**src/rtl/prog_mem_loader_if.sv**
```systemverilog
// Bus between the UART word assembler side and the program memory write port
// of prog_mem_loader. The o_checksum member exists only when LOADER_CHECKSUM_EN
// is defined.
interface prog_mem_loader_if #(
    parameter int DATA_W = 32,
    parameter int ADDR_W = 3
);
    logic              i_data_received;
    logic [DATA_W-1:0] i_instruction;
    logic              i_clear;
    logic              o_write_enable;
    logic [ADDR_W-1:0] o_address;
    logic [DATA_W-1:0] o_instruction;
    logic [ADDR_W:0]   o_count;
    logic              o_full;
    logic              o_busy;
    logic              o_error;
`ifdef LOADER_CHECKSUM_EN
    logic [DATA_W-1:0] o_checksum;
`endif

    // Loader side
    modport slave (
`ifdef LOADER_CHECKSUM_EN
        output o_checksum,
`endif
        input  i_data_received, i_instruction, i_clear,
        output o_write_enable, o_address, o_instruction, o_count,
        output o_full, o_busy, o_error
    );

    // Driver / observer side
    modport master (
`ifdef LOADER_CHECKSUM_EN
        input  o_checksum,
`endif
        output i_data_received, i_instruction, i_clear,
        input  o_write_enable, o_address, o_instruction, o_count,
        input  o_full, o_busy, o_error
    );
endinterface

```
**src/rtl/prog_mem_loader.sv**
```systemverilog
// UART-to-program-memory loader: one word per rising edge of the UART
// word-ready level, written at sequential addresses, with count, full,
// sticky error, synchronous restart and stop-at-full / wrap-around modes.
// Optional feature macro: LOADER_CHECKSUM_EN adds a running XOR of written words.
module prog_mem_loader #(
    parameter int DATA_W = 32,
    parameter int ADDR_W = 3,
    parameter int WRAP   = 0
) (
    input  logic              clk,
    input  logic              rst,
    prog_mem_loader_if.slave  bus
);
    localparam int unsigned     DEPTH     = 2 ** ADDR_W;
    localparam logic [ADDR_W:0] DEPTH_CNT = (ADDR_W + 1)'(DEPTH);

    typedef enum logic [2:0] {
        IDLE,
        CAPTURE,
        WRITE,
        ADVANCE,
        FULL
    } state_t;

    state_t            state;
    state_t            state_nxt;
    logic [1:0]        sync;
    logic              strobe_edge;
    logic [ADDR_W-1:0] address;
    logic [ADDR_W:0]   count;
    logic [ADDR_W:0]   count_inc;
    logic [DATA_W-1:0] instr;
    logic              full;
    logic              error;
    logic              last_word;
    logic              write_en;
    logic              busy;

    assign strobe_edge = (sync == 2'b01);
    assign count_inc   = count + (ADDR_W + 1)'(1);
    // Only the stop-at-full mode ever terminates; wrap mode never sets full.
    assign last_word   = (WRAP == 0) && (count_inc == DEPTH_CNT);

    // Edge history of the UART word-ready level
    always_ff @(posedge clk or negedge rst) begin
        if (!rst) sync <= '0;
        else      sync <= {sync[0], bus.i_data_received};
    end

    // FSM state register
    always_ff @(posedge clk or negedge rst) begin
        if (!rst) state <= IDLE;
        else      state <= state_nxt;
    end

    // Next state and state-decoded strobes; clear overrides any transition
    // but the write strobe stays tied to WRITE so it still lasts one cycle.
    always_comb begin
        state_nxt = state;
        write_en  = 1'b0;
        busy      = 1'b0;
        case (state)
            IDLE:    if (strobe_edge) state_nxt = CAPTURE;
            CAPTURE: begin
                busy      = 1'b1;
                state_nxt = WRITE;
            end
            WRITE: begin
                busy      = 1'b1;
                write_en  = 1'b1;
                state_nxt = ADVANCE;
            end
            ADVANCE: begin
                busy      = 1'b1;
                state_nxt = last_word ? FULL : IDLE;
            end
            FULL:    state_nxt = FULL;
            default: state_nxt = IDLE;
        endcase
        if (bus.i_clear) state_nxt = IDLE;
    end

    // Address, count, data and status registers
    always_ff @(posedge clk or negedge rst) begin
        if (!rst) begin
            address <= '0;
            count   <= '0;
            instr   <= '0;
            full    <= 1'b0;
            error   <= 1'b0;
        end else if (bus.i_clear) begin
            address <= '0;
            count   <= '0;
            instr   <= '0;
            full    <= 1'b0;
            error   <= 1'b0;
        end else begin
            if (strobe_edge && (state != IDLE)) error <= 1'b1;
            case (state)
                CAPTURE: instr <= bus.i_instruction;
                ADVANCE: begin
                    address <= address + ADDR_W'(1);
                    count   <= (count == DEPTH_CNT) ? count : count_inc;
                    instr   <= '0;
                    if (last_word) full <= 1'b1;
                end
                default: ;
            endcase
        end
    end

`ifdef LOADER_CHECKSUM_EN
    logic [DATA_W-1:0] checksum;

    // Running XOR of every word presented on the write port
    always_ff @(posedge clk or negedge rst) begin
        if (!rst)                    checksum <= '0;
        else if (bus.i_clear)        checksum <= '0;
        else if (state == WRITE)     checksum <= checksum ^ instr;
    end

    assign bus.o_checksum = checksum;
`endif

    assign bus.o_write_enable = write_en;
    assign bus.o_address      = address;
    assign bus.o_instruction  = instr;
    assign bus.o_count        = count;
    assign bus.o_full         = full;
    assign bus.o_busy         = busy;
    assign bus.o_error        = error;
endmodule

```
**src/flat_wrapper.sv**
```systemverilog
// flat-port wrapper written by rule: the top's interface ports become plain ports
module prog_mem_loader_flat 
#(
    parameter int DATA_W = 32,
    parameter int ADDR_W = 3,
    parameter int WRAP   = 0
)
  (clk, rst, bus_i_data_received, bus_i_instruction, bus_i_clear, bus_o_write_enable, bus_o_address, bus_o_instruction, bus_o_count, bus_o_full, bus_o_busy, bus_o_error);
  prog_mem_loader_if #(.DATA_W(DATA_W), .ADDR_W(ADDR_W)) bus_i ();
  input  logic clk;
  input  logic rst;
  input wire logic [$bits(bus_i.i_data_received)-1:0] bus_i_data_received;
  input wire logic [$bits(bus_i.i_instruction)-1:0] bus_i_instruction;
  input wire logic [$bits(bus_i.i_clear)-1:0] bus_i_clear;
  output wire logic [$bits(bus_i.o_write_enable)-1:0] bus_o_write_enable;
  output wire logic [$bits(bus_i.o_address)-1:0] bus_o_address;
  output wire logic [$bits(bus_i.o_instruction)-1:0] bus_o_instruction;
  output wire logic [$bits(bus_i.o_count)-1:0] bus_o_count;
  output wire logic [$bits(bus_i.o_full)-1:0] bus_o_full;
  output wire logic [$bits(bus_i.o_busy)-1:0] bus_o_busy;
  output wire logic [$bits(bus_i.o_error)-1:0] bus_o_error;
  assign bus_i.i_data_received = bus_i_data_received;
  assign bus_i.i_instruction = bus_i_instruction;
  assign bus_i.i_clear = bus_i_clear;
  assign bus_o_write_enable = bus_i.o_write_enable;
  assign bus_o_address = bus_i.o_address;
  assign bus_o_instruction = bus_i.o_instruction;
  assign bus_o_count = bus_i.o_count;
  assign bus_o_full = bus_i.o_full;
  assign bus_o_busy = bus_i.o_busy;
  assign bus_o_error = bus_i.o_error;
  prog_mem_loader #(.DATA_W(DATA_W), .ADDR_W(ADDR_W), .WRAP(WRAP)) u_core (.clk(clk), .rst(rst), .bus(bus_i));
endmodule
```
**config.mk**
```make
export PLATFORM = sky130hd
export DESIGN_NAME = prog_mem_loader_flat
export DESIGN_NICKNAME = d
export VERILOG_FILES = /design/src/rtl/prog_mem_loader_if.sv /design/src/rtl/prog_mem_loader.sv /design/src/flat_wrapper.sv
export SDC_FILE = /design/constraint.sdc
export NUM_CORES = 1
export LEC_CHECK = 0
export CAP_MARGIN = 30
export CORE_UTILIZATION = 25
export CTS_CLUSTER_DIAMETER = 200
export DETAILED_ROUTE_END_ITERATION = 6
export GPL_TIMING_DRIVEN = 0
export SLEW_MARGIN = 20
export SYNTH_ARGS = -nofsm -noshare
export SYNTH_HDL_FRONTEND = slang
export SYNTH_SLANG_ARGS = --single-unit
```
**constraint.sdc**
```tcl
create_clock -name clk -period 2.6 [get_ports clk]
set_clock_uncertainty 0.1 [all_clocks]
set_input_delay 0.52 -clock clk [delete_from_list [all_inputs] [get_ports clk]]
set_output_delay 0.52 -clock clk [all_outputs]
set_load 0.005 [all_outputs]
```
==> impl_metrics.ini, run 1 <==
[logic_synthesis]
synth_area_leaders = dfrtp_1 (59%), a22o_2 (13%), buf_6 (4.6%)
synth_flop_cell = dfrtp_1
synthesis.nets = 183
synth.largest_area_cell = dfrtp_1
async_flop_share = 1.00
syn_area_um2 = 1940
ys_warn_count = 0
ys_ff_latch = 46
synth_edf_count = 0
ys_types = 31
syn_area_per_cell_um2 = 13.6
syn-instance-count = 143
ys_seq_area_frac = 0.594
synth_top_area_frac = 0.594

[critical_path]
endpoint_kind = primary output
path_max_fanout = 10
crit_type = flop to primary output
r2r_cells = 4
crit_arrival_ns = 1.56
cp-start-kind = flop
crit_required_ns = 1.98

[sta]
finalSetupViolations = 0
fmax_mhz = 458
grt_setup_unrepaired = false
fin_crit_ns = 2.18
fin_ws_ns = 0.416
fin_tns_setup_ns = 0
slew_headroom = 0.652
final-max-slew-violation-count = 0
tightestPinTransition_ns = 0.522
post-route-period-util = 0.840
finalHoldViolations = 0

[pwr]
vdd_drop_max_mv = 0.398
power_density_nw_per_um2 = 516
p_total_mw = 1.53
leakage_nw = 1.30

[cts]
cts_root_buf = clkbuf_8
cts_hold_buf = 0
clkTransAtPathRegs_ns = 0.09
cts_max_path_buffers = 2
cts_setup_buffers = 0
cts_htree_levels = 2
cts-resized-gates = 0
numCtsBuffers = 5
cts_tree = yes
cts_sinks = 46
worstSkewPairLatency_ns = 0.29

[place]
dp_slack_ns = 0.447
port_buffers = 78
gp_congestion = 0.736
placed_area_um2 = 2860
dp_hpwl_um = 3140
placed_cells = 321

[detailed_routing]
dr_total_vias = 1441
drc = 0
finalWirelength_um = 4340
via_per_inst = 4.38
drt-pass1-iter-count = 4
drtIter0Drc = 32
wl_per_cell_um = 13.2
ant_nets = 0

[global_routing]
grt_pass1_wl_um = 7400
grt_start_max_net_pins = 25
grt_pass1_vias = 1509
grt_use_total = 0.114
antenna_found_initial = 0
grt_overflow_total = 0

[die]
start_util = 0.263
core_area_um2 = 7370
dieWidth_um = 90.0
io_pins = 79
fp-row-count = 31
die_area_um2 = 8110
die_y_um = 90.0

[finish]
num_antenna_cells = 0
finalNonFillerCells = 329
post-route-cell-area_um2 = 2970
fin_nets = 269
area_delta_synth_final_pct = 53.3
drive_gt1_frac = 0.222

[status]
status = finished clean

[job]
cap_violations = 0

[worst_hold_path]
hold_class = primary input to async pin
[cells in the mapped netlist (2+ instances only)]
library cell and n:
buf_6 8, a21oi_1 7, a22o_1 7, xor2_1 2, o22ai_1 2, nand4b_1 2, o21ai_0 4, dfrtp_1 46
inv_1 4, xnor2_1 3, nand3_1 4, nor2_1 6, nand2_1 3, a22o_2 25, ha_1 4
[final timing paths]
check                                       startpoint                                  endpoint  slack [ns]
setup / recovery           u_core.state[2]$_DFFE_PN0P_                        bus_o_write_enable        0.42
hold / removal                                     rst       u_core.bus.o_address[2]$_DFFE_PN0P_        0.09
setup reg to reg           u_core.state[1]$_DFFE_PN0P_   u_core.bus.o_instruction[7]$_DFFE_PN0P_        1.10
hold reg to reg               u_core.sync[0]$_DFF_PN0_                  u_core.sync[1]$_DFF_PN0_        0.27
max in group asynchronous                          rst  u_core.bus.o_instruction[18]$_DFFE_PN0P_        1.81
min in group clk              u_core.sync[0]$_DFF_PN0_                  u_core.sync[1]$_DFF_PN0_        0.27
[layer usage]
layer  vias up  track usage  wire [um]
met3         4       0.0305        214
met4         0       0.0363         30
met2        44        0.184       2090
met1       697        0.150       2010
li1        696            -          -
met5         -            0          0
[cell families after synthesis]
family | after synthesis | share of synthesized area
flops | 46 | 0.594
simple gates | 26 | 0.0930
buf+inv | 16 | 0.0646
xor+xnor | 5 | 0.0226
compound gates | 46 | 0.200
fa+ha+maj | 4 | 0.0258
[cells in the final DEF (no fill, tap or decap)]
cell type | Yosys | routed
bufinv_16 | 0 | 1
clkinvlp_4 | 0 | 2
o22ai_1 | 2 | 2
nand3_1 | 4 | 4
and3b_1 | 1 | 1
a22o_2 | 25 | 25
or3_1 | 1 | 1
inv_2 | 1 | 1
nor4_1 | 1 | 1
nor2b_1 | 1 | 1
nand3b_4 | 1 | 1
ha_1 | 4 | 4
buf_2 | 1 | 2
nor4b_4 | 1 | 1
buf_6 | 8 | 8
clkbuf_8 | 0 | 5
or3_2 | 1 | 1
clkdlybuf4s50_1 | 0 | 77
buf_12 | 0 | 1
a22o_1 | 7 | 7
a21oi_2 | 1 | 1
a21oi_1 | 7 | 7
buf_4 | 1 | 1
clkbuf_1 | 1 | 1
dfrtp_1 | 46 | 46
xor2_1 | 2 | 2
nand2_1 | 3 | 3
nor2_1 | 6 | 6
nand4b_1 | 2 | 2
inv_1 | 4 | 4
nand3b_1 | 1 | 1
and3b_2 | 1 | 1
nor3b_1 | 1 | 1
o21ai_0 | 4 | 4
xnor2_1 | 3 | 3
nor3_1 | 1 | 1
[registers in the layout, indices dropped and copies added, names as in the netlist]
register	flops
u_core.bus.o_instruction	32
u_core.bus.o_count	4
u_core.bus.o_address	3
u_core.state	3
u_core.sync	2
u_core.bus.o_error	1
u_core.bus.o_full	1
[power breakdown]
part	internal, mW	leakage [nW]	switching, mW	total, mW
Sequential	0.747	0.630	0.0173	0.764
Combinational	0.150	0.618	0.0875	0.237
Clock	0.286	0.0504	0.247	0.533
Total	1.18	1.30	0.352	1.53
[worst max-delay path: stages (launching register included)]
cell and delay [ns]:
dfrtp_1 0.42, buf_6 0.15, nor3b_1 0.17, clkdlybuf4s50_1 0.53
[layout make-up]
| type | count | area (um2) |
|---|---|---|
| well taps | 99 | 124 |
| clock inverters | 3 | 45.0 |
| clock buffers | 5 | 68.8 |
| inverters | 5 | 18.8 |
| repair buffers | 79 | 796 |
| flip-flops and latches | 46 | 1150 |
| multi-input cells | 81 | 662 |
| fillers | 720 | 4400 |
| plain buffers | 11 | 106 |
[stage by stage]
step | utilization | hold slack, ns
global route | 0.403 | 0.129
floorplan | - | 0.124
detailed placement | 0.388 | 0.256
finish | 0.403 | 0.0899
CTS | 0.403 | 0.104
global placement | 0.386 | 0.254
No activity file was read; power rests on OpenSTA's default activity.
==> run 2: changes to the inputs <==
==> constraint.sdc (replaced) <==
create_clock -name clk -period 2 [get_ports clk]
set_clock_uncertainty 0.1 [all_clocks]
set_input_delay 0.4 -clock clk [delete_from_list [all_inputs] [get_ports clk]]
set_output_delay 0.4 -clock clk [all_outputs]
set_load 0.005 [all_outputs]
==> run 2 against run 1 <==
Die area stayed put. Highest routed layer unchanged. Count of clock-buffer cells in the layout is the same. Largest cell class unchanged. Final area is 0.84% higher. Critical endpoint is now bus_o_count[2]. Combinational power grew 31%. Total power increased by 30%.
==> impl_metrics.ini, run 2 (synthesized netlist as in run 1, its figures left out) <==
[finish]
area.sequential_um2 = 1150
area_delta_synth_final_pct = 54.6
drive_gt1_frac = 0.228
num_antenna_cells = 0
multiInputGateArea_um2 = 664
largest_reg_flops = 32
finalNonFillerCells = 331
final_cell_mix = clkdlybuf4s50_1 (75), dfrtp_1 (46), a22o_2 (25)
post-route-cell-area_um2 = 3000
mostFrequentLayoutCell = clkdlybuf4s50_1
fin_nets = 271
nFillCells = 718

[sta]
finalHoldViolations = 0
holdWs_ns = 0.275
grt_setup_unrepaired = false
fin_crit_ns = 1.79
finalSetupViolations = 0
post-route-period-util = 0.895
fmax_mhz = 558
tightestPinTransition_ns = 0.524
slew_headroom = 0.651
final-max-slew-violation-count = 0

[place]
placed_cells = 321
gp_congestion = 0.736
port_buffers = 78
dp_hpwl_um = 3140
placed_area_um2 = 2860

[detailed_routing]
finalWirelength_um = 4370
wl_per_cell_um = 13.2
drt-met1-wl_um = 2030
via_per_inst = 4.37
drtIter0Drc = 32
dr_wl_met3_um = 210
top_layer = met4
dr_total_vias = 1445
drc = 0
ant_nets = 0
met2_length_um = 2080
drt-pass1-iter-count = 3

[global_routing]
grt_start_max_net_pins = 25
grt_use_total = 0.114
antenna_found_initial = 0
grt_pass1_wl_um = 7400
grt_overflow_total = 0
grt_pass1_vias = 1509

[pwr]
power_density_nw_per_um2 = 666
leakage_nw = 1.33
vdd_drop_max_mv = 0.517
p_total_mw = 2.00

[critical_path]
cp_slowest_cell = clkdlybuf4s50_1
max_stage_delay_ns = 0.54
crit_arrival_ns = 1.29
path_max_fanout = 7
crit_type = flop to primary output
crit_chain = clkdlybuf4s50_1
endpoint_kind = primary output
worst-path-buf-inv = 1
critPathTopFamily = buffers and inverters
cp-start-kind = flop
crit_required_ns = 1.50

[worst_hold_path]
hold_class = flop to flop

[cts]
cts_htree_levels = 2
worstSkewPairLatency_ns = 0.29
cts_root_buf = clkbuf_8
cts_max_path_buffers = 2
numCtsBuffers = 5
clkTransAtPathRegs_ns = 0.09
cts_sinks = 46
cts_tree = yes

[job]
cap_violations = 0

[die]
dieWidth_um = 90.0
fp-row-count = 31
io_pins = 79
die_area_um2 = 8110
start_util = 0.263
die_y_um = 90.0
core_area_um2 = 7370

[status]
status = finished clean
-- run 2: area by class of cell --
type / instances / share of cell area
inverter: 5 / 0.00626
clock inverter: 3 / 0.0150
buffer: 11 / 0.0367
clock buffer: 5 / 0.0230
timing repair buffer: 81 / 0.272
sequential: 46 / 0.384
tap: 99 / 0.0413
multi-input combinational: 81 / 0.222
-- run 2: worst paths after layout --
check | startpoint | end | slack (ns) | cells past startpoint
hold reg to reg | u_core.sync[0]$_DFF_PN0_ | u_core.sync[1]$_DFF_PN0_ | 0.27 | 0
setup / recovery | u_core.bus.o_count[2]$_DFFE_PN0P_ | bus_o_count[2] | 0.21 | 1
hold / removal | u_core.sync[0]$_DFF_PN0_ | u_core.sync[1]$_DFF_PN0_ | 0.27 | 0
min in group asynchronous | rst | u_core.bus.o_address[2]$_DFFE_PN0P_ | 0.50 | 2
max in group asynchronous | rst | u_core.bus.o_instruction[18]$_DFFE_PN0P_ | 0.80 | 3
setup reg to reg | u_core.state[1]$_DFFE_PN0P_ | u_core.bus.o_instruction[7]$_DFFE_PN0P_ | 0.49 | 4
-- run 2: what timing repair did --
item | 4_1_cts | 5_1_grt
gates resized for setup | 1 | 3
setup buffers | 1 | 0
setup endpoints to repair | 2 | 1
hold buffers | 1 | 0
endpoints found under the hold margin | 22 | 0
-- run 2: per-layer routing --
layer	vias up	track usage
met5	-	0
met4	0	0.0363
met3	7	0.0305
met2	43	0.184
met1	697	0.150
li1	698	-
-- run 2: metrics by stage --
step / setup slack [ns] / util / setup TNS, ns
after floorplan: 0.626 / - / 0
after global placement: -0.913 / 0.386 / -43.62
after detailed placement: -0.0330 / 0.388 / -0.676
after CTS: 0.00409 / 0.405 / 0
after global routing: 0.137 / 0.407 / 0
final: 0.209 / 0.407 / 0
-- run 2: power by group --
group / total, mW / switching (mW) / internal, mW / leakage, nW
clock: 0.692 / 0.320 / 0.372 / 0.0504
sequential: 0.993 / 0.0228 / 0.971 / 0.630
combinational: 0.310 / 0.115 / 0.196 / 0.647
==> run 3: changes to the inputs <==
--- a/config.mk
+++ b/config.mk
@@ -6,6 +6,7 @@
 export NUM_CORES = 1
 export LEC_CHECK = 0
 export CAP_MARGIN = 30
+export CORE_MARGIN = 2
 export CORE_UTILIZATION = 25
 export CTS_CLUSTER_DIAMETER = 200
 export DETAILED_ROUTE_END_ITERATION = 6
==> run 3 against run 2 <==
Clock power is 2% higher. Non-clock buffer count stayed put. Fmax is 0.15% lower. Critical endpoint unchanged. Global-route usage is 0.46 points lower. Wire length is 2.8% higher. Via count is 0.28% lower.
==> impl_metrics.ini, run 3 (synthesized netlist as in run 1, its figures left out) <==
[die]
die_y_um = 92.0
start_util = 0.255
fp-row-count = 32
die_area_um2 = 8470
io_pins = 79
dieWidth_um = 92.0
core_area_um2 = 7610

[critical_path]
path_max_fanout = 7
crit_chain = clkdlybuf4s50_1
cp_slowest_cell = clkdlybuf4s50_1
max_stage_delay_ns = 0.54
r2r_slack_ns = 0.48
crit_arrival_ns = 1.29
critPathTopFamily = buffers and inverters
cp-start-kind = flop
endpoint_kind = primary output
worst-path-buf-inv = 1
crit_type = flop to primary output
crit_required_ns = 1.50

[sta]
fin_ws_ns = 0.207
holdWs_ns = 0.272
finalHoldViolations = 0
fmax_mhz = 558
fin_tns_setup_ns = 0
fin_crit_ns = 1.79
finalSetupViolations = 0
tightestPinTransition_ns = 0.533
grt_setup_unrepaired = false
post-route-period-util = 0.897
slew_headroom = 0.644
final-max-slew-violation-count = 0

[pwr]
leakage_nw = 1.32
power_density_nw_per_um2 = 671
vdd_drop_max_mv = 0.235
p_total_mw = 2.01

[worst_hold_path]
hold_class = flop to flop

[global_routing]
antenna_found_initial = 0
grt_overflow_total = 0
grt_pass1_wl_um = 7410
grt_start_max_net_pins = 26
grt_use_total = 0.110
grt_pass1_vias = 1463

[place]
gp_congestion = 0.757
dp_hpwl_um = 3180
dp_slack_ns = -0.0239
port_buffers = 78
placed_cells = 324

[finish]
drive_gt1_frac = 0.221
area_delta_synth_final_pct = 54.4
final_cell_mix = clkdlybuf4s50_1 (75), dfrtp_1 (46), a22o_2 (25)
finalNonFillerCells = 333
mostFrequentLayoutCell = clkdlybuf4s50_1
fin_nets = 271
largest_reg_flops = 32
num_antenna_cells = 0

[cts]
worstSkewPairLatency_ns = 0.29
cts_max_path_buffers = 2
clkTransAtPathRegs_ns = 0.09
numCtsBuffers = 5
cts_htree_levels = 2
cts_tree = yes
cts_root_buf = clkbuf_8
cts_sinks = 46

[detailed_routing]
wl_per_cell_um = 13.5
finalWirelength_um = 4490
dr_total_vias = 1441
drt-pass1-iter-count = 4
drc = 0
via_per_inst = 4.33
ant_nets = 0
drtIter0Drc = 38

[status]
status = finished clean

[job]
cap_violations = 0
==> run 3: stage by stage <==
stage | area [um2] | utilization
2_1_floorplan | 1940 | -
5_1_grt | 2990 | 0.393
4_1_cts | 2990 | 0.393
3_5_place_dp | 2860 | 0.376
3_3_place_gp | 2850 | 0.374
6_report | 2990 | 0.393
==> run 3: layout make-up <==
type                    count  area, um2
plain buffers              11        110
clock buffers               6       82.6
clock inverters             1       30.0
fillers                   757       4610
inverters                   5       18.8
multi-input cells          81        662
flip-flops and latches     46       1150
well taps                 102        128
repair buffers             81        811
==> run 3: worst paths after layout <==
path / from / endpoint / cells past startpoint
min reg2reg: u_core.sync[0]$_DFF_PN0_ / u_core.sync[1]$_DFF_PN0_ / 0
max: u_core.bus.o_count[2]$_DFFE_PN0P_ / bus_o_count[2] / 1
min in group asynchronous: rst / u_core.bus.o_error$_DFFE_PN0P_ / 2
min: u_core.sync[0]$_DFF_PN0_ / u_core.sync[1]$_DFF_PN0_ / 0
max in group asynchronous: rst / u_core.bus.o_instruction[1]$_DFFE_PN0P_ / 3
max reg2reg: u_core.state[1]$_DFFE_PN0P_ / u_core.bus.o_instruction[9]$_DFFE_PN0P_ / 4
==> run 3: what timing repair did <==
action | 4_1_cts | 5_1_grt
resized for setup | 3 | 0
hold endpoints to repair | 21 | 0
buffers inserted | 1 | 0
setup endpoints to repair | 2 | 0
hold buffers | 1 | 0
==> run 3: power breakdown <==
| part | internal, mW | switching [mW] | leakage [nW] |
|---|---|---|---|
| logic | 0.194 | 0.115 | 0.636 |
| registers | 0.971 | 0.0217 | 0.630 |
| clock network | 0.400 | 0.307 | 0.0573 |
| total | 1.56 | 0.444 | 1.32 |
==> run 3: per-layer routing <==
metal | track usage | up-vias | wire length [um]
li1 | - | 701 | -
met1 | 0.150 | 697 | 2090
met2 | 0.169 | 39 | 2160
met3 | 0.0312 | 4 | 202
met4 | 0.0323 | 0 | 37
met5 | 0 | - | 0
